### src/rtl/reg2tl_adapter.sv
`default_nettype none
// ============================================================================
// Module   : reg2tl_adapter
// Purpose  : Bridges a simple req/gnt register host onto a TL-UL A/D channel
//            pair, one outstanding transaction at a time.
// Revision : 1.0
// ============================================================================
module reg2tl_adapter #(
    parameter int unsigned SOURCE_ID          = 0,
    parameter int unsigned TL_A_WIDTH_OPCODE  = 3,
    parameter int unsigned TL_A_WIDTH_PARAM   = 3,
    parameter int unsigned TL_A_WIDTH_SIZE    = 2,
    parameter int unsigned TL_A_WIDTH_SOURCE  = 8,
    parameter int unsigned TL_A_WIDTH_ADDRESS = 32,
    parameter int unsigned TL_A_WIDTH_MASK    = 4,
    parameter int unsigned TL_A_WIDTH_DATA    = 32,
    parameter int unsigned TL_D_WIDTH_OPCODE  = 3,
    parameter int unsigned TL_D_WIDTH_PARAM   = 3,
    parameter int unsigned TL_D_WIDTH_SIZE    = 2,
    parameter int unsigned TL_D_WIDTH_SOURCE  = 8,
    parameter int unsigned TL_D_WIDTH_SINK    = 1,
    parameter int unsigned TL_D_WIDTH_DATA    = 32
) (
    input  logic                          clk,
    input  logic                          rst,

    input  logic                          host_i_req,
    output logic                          host_o_gnt,
    input  logic                          host_i_we,
    input  logic [TL_A_WIDTH_ADDRESS-1:0] host_i_addr,
    input  logic [TL_A_WIDTH_MASK-1:0]    host_i_wmask,
    input  logic [TL_A_WIDTH_DATA-1:0]    host_i_wdata,
    output logic                          host_o_rvalid,
    output logic [TL_D_WIDTH_DATA-1:0]    host_o_rdata,
    output logic                          host_o_err,

    output logic [TL_A_WIDTH_OPCODE-1:0]  tl_o_a_opcode,
    output logic [TL_A_WIDTH_PARAM-1:0]   tl_o_a_param,
    output logic [TL_A_WIDTH_SIZE-1:0]    tl_o_a_size,
    output logic [TL_A_WIDTH_SOURCE-1:0]  tl_o_a_source,
    output logic [TL_A_WIDTH_ADDRESS-1:0] tl_o_a_address,
    output logic [TL_A_WIDTH_MASK-1:0]    tl_o_a_mask,
    output logic [TL_A_WIDTH_DATA-1:0]    tl_o_a_data,
    output logic                          tl_o_a_corrupt,
    output logic                          tl_o_a_valid,
    input  logic                          tl_i_a_ready,

    input  logic [TL_D_WIDTH_OPCODE-1:0]  tl_i_d_opcode,
    input  logic [TL_D_WIDTH_PARAM-1:0]   tl_i_d_param,
    input  logic [TL_D_WIDTH_SIZE-1:0]    tl_i_d_size,
    input  logic [TL_D_WIDTH_SOURCE-1:0]  tl_i_d_source,
    input  logic [TL_D_WIDTH_SINK-1:0]    tl_i_d_sink,
    input  logic                          tl_i_d_denied,
    input  logic [TL_D_WIDTH_DATA-1:0]    tl_i_d_data,
    input  logic                          tl_i_d_corrupt,
    input  logic                          tl_i_d_valid,
    output logic                          tl_o_d_ready
);

    localparam logic [1:0] S_IDLE   = 2'd0;
    localparam logic [1:0] S_A_SEND = 2'd1;
    localparam logic [1:0] S_D_WAIT = 2'd2;
    localparam logic [1:0] S_RESP   = 2'd3;

    localparam logic [TL_A_WIDTH_OPCODE-1:0] C_A_GET          = TL_A_WIDTH_OPCODE'(4);
    localparam logic [TL_A_WIDTH_OPCODE-1:0] C_A_PUT_FULL     = TL_A_WIDTH_OPCODE'(0);
    localparam logic [TL_A_WIDTH_OPCODE-1:0] C_A_PUT_PARTIAL  = TL_A_WIDTH_OPCODE'(1);
    localparam logic [TL_D_WIDTH_OPCODE-1:0] C_D_ACK          = TL_D_WIDTH_OPCODE'(0);
    localparam logic [TL_D_WIDTH_OPCODE-1:0] C_D_ACK_DATA     = TL_D_WIDTH_OPCODE'(1);
    localparam logic [TL_A_WIDTH_SOURCE-1:0] C_A_SOURCE       = TL_A_WIDTH_SOURCE'(SOURCE_ID);
    localparam logic [TL_D_WIDTH_SOURCE-1:0] C_D_SOURCE       = TL_D_WIDTH_SOURCE'(SOURCE_ID);
    localparam logic [TL_A_WIDTH_SIZE-1:0]   C_A_SIZE_WORD    = TL_A_WIDTH_SIZE'(2);

    logic [1:0]                    state_q,  state_d;
    logic                          we_q,     we_d;
    logic [TL_A_WIDTH_ADDRESS-1:0] addr_q,   addr_d;
    logic [TL_A_WIDTH_MASK-1:0]    wmask_q,  wmask_d;
    logic [TL_A_WIDTH_DATA-1:0]    wdata_q,  wdata_d;
    logic [TL_D_WIDTH_DATA-1:0]    rdata_q,  rdata_d;
    logic                          err_q,    err_d;

    logic w_grant;
    logic w_aligned;
    logic w_d_accept;
    logic w_d_err;

    // Response fields that carry no meaning for single-beat word accesses.
    logic unused_d_fields;
    assign unused_d_fields = ^{tl_i_d_param, tl_i_d_size, tl_i_d_sink};

    assign w_grant    = (state_q == S_IDLE) && host_i_req;
    assign w_aligned  = (host_i_addr[1:0] == 2'b00);
    assign w_d_accept = (state_q == S_D_WAIT) && tl_i_d_valid;

    // The expected ack type depends on the direction of the latched request.
    always_comb begin
        w_d_err = tl_i_d_denied || tl_i_d_corrupt || (tl_i_d_source != C_D_SOURCE);
        if (we_q) begin
            w_d_err = w_d_err || (tl_i_d_opcode != C_D_ACK);
        end else begin
            w_d_err = w_d_err || (tl_i_d_opcode != C_D_ACK_DATA);
        end
    end

    always_ff @(posedge clk) begin
        if (rst) begin
            state_q <= S_IDLE;
            we_q    <= 1'b0;
            addr_q  <= '0;
            wmask_q <= '0;
            wdata_q <= '0;
            rdata_q <= '0;
            err_q   <= 1'b0;
        end else begin
            state_q <= state_d;
            we_q    <= we_d;
            addr_q  <= addr_d;
            wmask_q <= wmask_d;
            wdata_q <= wdata_d;
            rdata_q <= rdata_d;
            err_q   <= err_d;
        end
    end

    always_comb begin
        state_d = state_q;
        case (state_q)
            S_IDLE: begin
                if (host_i_req) begin
                    state_d = w_aligned ? S_A_SEND : S_RESP;
                end
            end
            S_A_SEND: begin
                if (tl_i_a_ready) begin
                    state_d = S_D_WAIT;
                end
            end
            S_D_WAIT: begin
                if (tl_i_d_valid) begin
                    state_d = S_RESP;
                end
            end
            S_RESP: begin
                state_d = S_IDLE;
            end
            default: begin
                state_d = S_IDLE;
            end
        endcase
    end

    always_comb begin
        we_d    = we_q;
        addr_d  = addr_q;
        wmask_d = wmask_q;
        wdata_d = wdata_q;
        rdata_d = rdata_q;
        err_d   = err_q;
        if (w_grant) begin
            we_d    = host_i_we;
            addr_d  = host_i_addr;
            wmask_d = host_i_wmask;
            wdata_d = host_i_wdata;
        end
        // A misaligned request completes locally without touching the bus.
        if (w_grant && !w_aligned) begin
            rdata_d = '0;
            err_d   = 1'b1;
        end else if (w_d_accept) begin
            err_d   = w_d_err;
            rdata_d = (!we_q && !w_d_err) ? tl_i_d_data : '0;
        end
    end

    always_comb begin
        host_o_gnt    = !rst && (state_q == S_IDLE) && host_i_req;
        tl_o_a_valid  = !rst && (state_q == S_A_SEND);
        tl_o_d_ready  = !rst && (state_q == S_D_WAIT);
        host_o_rvalid = !rst && (state_q == S_RESP);
    end

    always_comb begin
        tl_o_a_param   = '0;
        tl_o_a_size    = C_A_SIZE_WORD;
        tl_o_a_source  = C_A_SOURCE;
        tl_o_a_address = addr_q;
        tl_o_a_corrupt = 1'b0;
        if (we_q) begin
            tl_o_a_opcode = (wmask_q == {TL_A_WIDTH_MASK{1'b1}}) ? C_A_PUT_FULL : C_A_PUT_PARTIAL;
            tl_o_a_mask   = wmask_q;
            tl_o_a_data   = wdata_q;
        end else begin
            tl_o_a_opcode = C_A_GET;
            tl_o_a_mask   = '1;
            tl_o_a_data   = '0;
        end
    end

    assign host_o_rdata = rdata_q;
    assign host_o_err   = err_q;

endmodule
`default_nettype wire

### config.mk
export PLATFORM = sky130hd
export DESIGN_NAME = reg2tl_adapter
export DESIGN_NICKNAME = d
export VERILOG_FILES = /design/src/rtl/reg2tl_adapter.sv
export SDC_FILE = /design/constraint.sdc
export NUM_CORES = 1
export LEC_CHECK = 0
export CAP_MARGIN = 20
export CORE_ASPECT_RATIO = 0.75
export CORE_MARGIN = 5
export CORE_UTILIZATION = 41
export CTS_BUF_LIST = sky130_fd_sc_hd__clkbuf_2 sky130_fd_sc_hd__clkbuf_4 sky130_fd_sc_hd__clkbuf_8
export CTS_CLUSTER_DIAMETER = 120
export CTS_CLUSTER_SIZE = 16
export DETAILED_ROUTE_END_ITERATION = 8
export PLACE_DENSITY = 0.88
export SYNTH_ARGS = -nofsm -noshare
export SYNTH_HDL_FRONTEND = slang
export SYNTH_SLANG_ARGS = --single-unit
### constraint.sdc
create_clock -name clk -period 4 [get_ports clk]
set_input_delay 0.8 -clock clk [delete_from_list [all_inputs] [get_ports clk]]
set_output_delay 0.8 -clock clk [all_outputs]
set_load 0.005 [all_outputs]
==> metrics, run 1 <==
Sink Count=104; max incr delay on CP=0.84 ns; setup TNS=0 ns; CTS Buffer Depth=2; vias in the first global route=3,894; max_slew headroom=47.1%; Layout area overhead=61.1%; final setup vio count=0; unrepaired setup endpoints after global routing=false; largest net degree at the start of global routing=70; Die H=95.7 um; # diodes=0; site row count=31; Post-CTS Setup Inserts=0; critical-path cell list=buf_4 -> and2_1 -> clkdlybuf4s50_1; largest cells by area after synthesis=dfxtp_1 (52%), nand2_1 (13%), a21oi_1 (8.9%), a22o_1 (7.0%), and2_1 (5.3%); post-synthesis simple-gate area fraction=21.8%; VDD IR-drop max=333 uV; via count=3,848; register bit total from synthesis=104; skew final=0.00744 ns; largest area contributor in the netlist=dfxtp_1; synthesized instance count=469; number of nets with antenna violations after routing=0; slowest CP cell=dfxtp_1; reg2reg setup slack=1.96 ns; Min-Delay Path Class=reg -> reg; Mapped Area=4010 um2; Tot GR Track Use=20.3%; Clock transition at path regs=0.09 ns; largest family of logic cells by synthesized area=simple AND/OR/NAND/NOR gates; area of the core=9620 um2; post-synthesis adder-cell area fraction=1.56%; DR pass1 iterations=4; crit path kind=reg -> out; Initial Util=41.7%; Die Wd=124 um; RR Startpoint=state_q[0]; met3 wire len=861 um; clock insertion delay at the later pin of the skew report=0.37 ns; met2 wire length=6720 um; Port Buffers=225; Total Power=0.00277 W; final hold violations=0; worst hold path depth=2; FF-to-FF End=wdata_q[0]; drt via density=4.73; max-capacitance violation count=0; highest clock rate=340 MHz; Leak=2.43 nW; Avg Cell Area, Syn=8.56 um2; GP Congestion=0.761; Compound-Gate Fraction of Synth Area=16.8%; Hold Buf Count CTS=0; IO Count=247; minimum clock period=2.94 ns; CP Max Fanout=26; first-pass GRT wire length=19,600 um; # fillers=791; Final Slew Violations=0; WP data required=3.20 ns; clk root buf=clkbuf_8; initial antenna violation count=0; Power Density=429 nW/um2; placed cell count=798; Multi-input gate area=1700 um2; hold_sp=wdata_q[30]; Synthesis Warnings=0; Top Layer Used=met4; top cell type's share of synthesized area=51.9%; met1 wire length=5060 um; cell depth of the worst flop-to-flop path=6; DRC=0; fin cells=814; drt wl/cell=15.7 um; DPL Wire Length=9720 um; cts bufs inserted=9; DRT Wirelength=12,800 um; register area=2080 um2; Slew @ Worst Pin=0.792 ns; die footprint=11,900 um2; Critical Path AT=2.14 ns; CTS H-tree depth=3; register area share after synthesis=51.9%; xor and xnor area share after synthesis=0.218%; crit start category=flip-flop; share of layout cells above drive strength 1=4.55%; post-route setup slack=1.06 ns; hold endpoint=wdata_q[30]; synth unique cells=26; post-synthesis mux area share=0.249%; Nets=807; status=complete, no violations; fin crit share=73.5%; DP Worst Slack=1.13 ns; element type at the critical path end=output pin; TritonCTS clock tree=done; global route overflow=0; Iteration-0 DRC Markers=197; CTS-repair resized insts=0
[kinds of logic after synthesis]
logic type,Yosys count
AO/OA/AOI/OAI,108
XOR/XNOR,1
adder cells (fa/ha/maj),5
buffers and inverters,55
flip-flops,104
multiplexers,1
other,2
AND/OR/NAND/NOR,193
[synthesized netlist by cell type]
| cell | count |
|---|---|
| nand2_1 | 139 |
| dfxtp_1 | 104 |
| a21oi_1 | 71 |
| and2_1 | 34 |
| a22o_1 | 32 |
| clkbuf_1 | 23 |
| buf_4 | 15 |
| inv_1 | 7 |
| nor2_1 | 7 |
| buf_2 | 5 |
| ha_1 | 5 |
| nand2b_1 | 5 |
| buf_6 | 3 |
| nor2b_1 | 3 |
| nor4_2 | 3 |
| buf_1 | 2 |
| conb_1 | 2 |
| a211oi_1 | 1 |
| a222oi_1 | 1 |
| a41oi_1 | 1 |
| mux2i_1 | 1 |
| nand4_1 | 1 |
| nor4_4 | 1 |
| o211ai_1 | 1 |
| o22ai_1 | 1 |
| xnor2_1 | 1 |
[routing by layer]
metal,up-vias,global-route usage (%)
met5,-,0
met2,120,37.2
met4,0,5.11
met3,13,6.71
met1,1794,23.1
li1,1921,-
[registers in the layout (all words and copies together), names as in the netlist]
| register | flops |
|---|---|
| host_o_err | 1 |
| host_o_rdata | 32 |
| state_q | 2 |
| tl_o_a_address | 32 |
| wdata_q | 32 |
| we_q | 1 |
| wmask_q | 4 |
[worst max-delay path, delay by kind of cell, from the launching register on]
family / cells / cell delay (ns)
flops: 1 / 0.84
simple gates: 1 / 0.14
buf+inv: 2 / 0.79
[worst max path at each step]
| stage | slack [ns] | to | startpoint | depth (start not counted) |
|---|---|---|---|---|
| floorplan | 1.91 | host_o_gnt | host_i_req | 3 |
| global placement | 1.07 | host_o_rdata[29] | host_i_addr[1] | 5 |
| detailed placement | 1.13 | host_o_gnt | host_i_req | 4 |
| CTS | 1.01 | tl_o_a_data[24] | we_q | 3 |
| global route | 0.92 | tl_o_a_data[19] | we_q | 3 |
| finish | 1.06 | tl_o_a_data[24] | we_q | 3 |
[layout by cell type, fill, tap and decap left out, types with 2 or more instances in the layout]
cell             count
nor2b_1              3
nor2_1               6
inv_1                7
inv_6                2
clkbuf_8            10
buf_4                6
dfxtp_1            104
and2_1              33
conb_1              15
a21oi_1             71
nand2_1            138
a22o_1              32
nand2b_1             5
ha_1                 5
clkinv_4             2
nor4_2               3
clkdlybuf4s50_1    224
[power by group]
part           total [W]  leakage (nW)  internal [W]  switching [W]
Combinational   0.000895          1.49      0.000428       0.000467
Sequential       0.00126         0.847       0.00117      0.0000836
Clock           0.000620        0.0992      0.000254       0.000366
[layout make-up]
type / count / area share, %
timing repair buffer: 232 / 35.7
inverter: 7 / 0.406
multi-input combinational: 323 / 26.2
clock buffer: 10 / 2.13
sequential: 104 / 32.2
tap: 132 / 2.55
clock inverter: 6 / 0.793
[through the flow]
step | util (%) | hold WS (ns) | cell area (um2)
after floorplan | - | 0.432 | 4060
after global placement | 65.1 | 0.437 | 6260
after detailed placement | 65.2 | 0.444 | 6280
after CTS | 67.2 | 0.459 | 6460
after global routing | 67.2 | 0.477 | 6460
final | 67.2 | 0.455 | 6460
Power figures use the tool's default switching activity.
==> run 2: changes to the inputs <==
CORE_UTILIZATION = 34   (was 41)
PLACE_DENSITY = 0.78   (was 0.88)
clock period = 2.44 ns   (was 4 ns; I/O delays follow)
==> metrics, run 2 (synthesized netlist as in run 1, its figures left out) <==
placed cell count=830; IO Count=247; drt via density=4.57; fin cells=846; initial antenna violation count=0; Hold Buf Count CTS=0; CTS-repair resized insts=0; final hold violations=0; fin crit share=94.7%; GP Congestion=0.753; clk root buf=clkbuf_8; site row count=34; global route overflow=0; vias in the first global route=3,773; via count=3,865; Die Wd=135 um; VDD IR-drop max=471 uV; element type at the critical path end=output pin; commonest cells after routing, fill and taps aside=clkdlybuf4s50_1 (224), nand2_1 (138), dfxtp_1 (104); # fillers=1,058; DRC=0; crit path kind=reg -> out; Initial Util=34.7%; status=complete, no violations; clock insertion delay at the later pin of the skew report=0.36 ns; Leak=2.44 nW; number of nets with antenna violations after routing=0; final setup vio count=0; Tot GR Track Use=16.7%; Nets=809; CTS Buffer Depth=2; die footprint=14,100 um2; drt wl/cell=14.6 um; first-pass GRT wire length=19,100 um; Slew @ Worst Pin=0.716 ns; met2 wire length=6050 um; final core occ=56.4%; Port Buffers=225; unrepaired setup endpoints after global routing=false; crit start category=flip-flop; DR pass1 iterations=5; largest net degree at the start of global routing=70; met3 wire len=933 um; commonest non-fill, non-tap cell in the layout=clkdlybuf4s50_1; setup TNS=0 ns; Min-Delay Path Class=in -> reg; DRT Wirelength=12,300 um; cts bufs inserted=9; Final Slew Violations=0; minimum clock period=2.31 ns; Clock transition at path regs=0.09 ns; Multi-input gate area=1700 um2; Layout area overhead=62.7%; CP Max Fanout=36; skew final=0.0108 ns; Sink Count=104; Critical Path AT=1.82 ns; Power Density=694 nW/um2; met1 wire length=5100 um; Iteration-0 DRC Markers=171; Top Layer Used=met4; DPL Wire Length=9250 um; highest clock rate=433 MHz; Post-CTS Setup Inserts=0; max_slew headroom=52.3%; TritonCTS clock tree=done; Die H=104 um; CTS H-tree depth=3; share of layout cells above drive strength 1=4.82%; area of the core=11,600 um2; # diodes=0; max-capacitance violation count=0; WP data required=1.95 ns; register area=2080 um2
run 2: cell types whose count changed in the layout (fill, tap and decap cells not counted), sizes merged:
cell,before,now
clkinvlp,0,1
clkbuf,10,12
inv,10,7
buf,8,10
run 2: metrics by stage:
step | cell area, um2 | worst slack (ns) | hold WS (ns) | total power [W]
floorplan | 4060 | 0.800 | 0.432 | 0.00287
global placement | 6350 | 0.219 | 0.437 | 0.00353
detailed placement | 6350 | 0.214 | 0.444 | 0.00360
CTS | 6530 | 0.0926 | 0.366 | 0.00461
global route | 6530 | 0.0113 | 0.367 | 0.00484
finish | 6530 | 0.129 | 0.392 | 0.00453
run 2: worst max-delay path, cell delays in order, from the launching register on:
cell and delay [ns]:
dfxtp_1 0.41, buf_4 0.35, and2_1 0.17, clkdlybuf4s50_1 0.53
run 2: routing by layer:
layer | GRT usage (%) | vias up
li1 | - | 1926
met1 | 19.8 | 1775
met2 | 28.2 | 143
met3 | 5.80 | 21
met4 | 5.25 | 0
met5 | 0 | -
run 2: worst paths after layout:
path                                           to  cells past startpoint         from  slack, ns
worst min-delay path            tl_o_a_address[0]                      2          rst       0.39
worst max-delay path              tl_o_a_data[28]                      3         we_q       0.13
worst min register to register        wdata_q[28]                      2  wdata_q[28]       0.45
worst max register to register   host_o_rdata[22]                      7   state_q[0]       0.62
run 2: cell type report:
cell class	instances	share of cell area, %
Timing Repair Buffer	234	35.8
Inverter	7	0.402
Sequential cell	104	31.9
Clock buffer	12	2.34
Multi-Input combinational cell	323	26.0
Tap cell	162	3.10
Clock inverter	4	0.460
run 2: power by group:
part | switching [W] | leakage (nW) | total, W | internal [W]
Clock | 0.000572 | 0.0934 | 0.000997 | 0.000425
Combinational | 0.000779 | 1.50 | 0.00149 | 0.000714
Sequential | 0.000119 | 0.847 | 0.00204 | 0.00192
Total | 0.00147 | 2.44 | 0.00453 | 0.00306
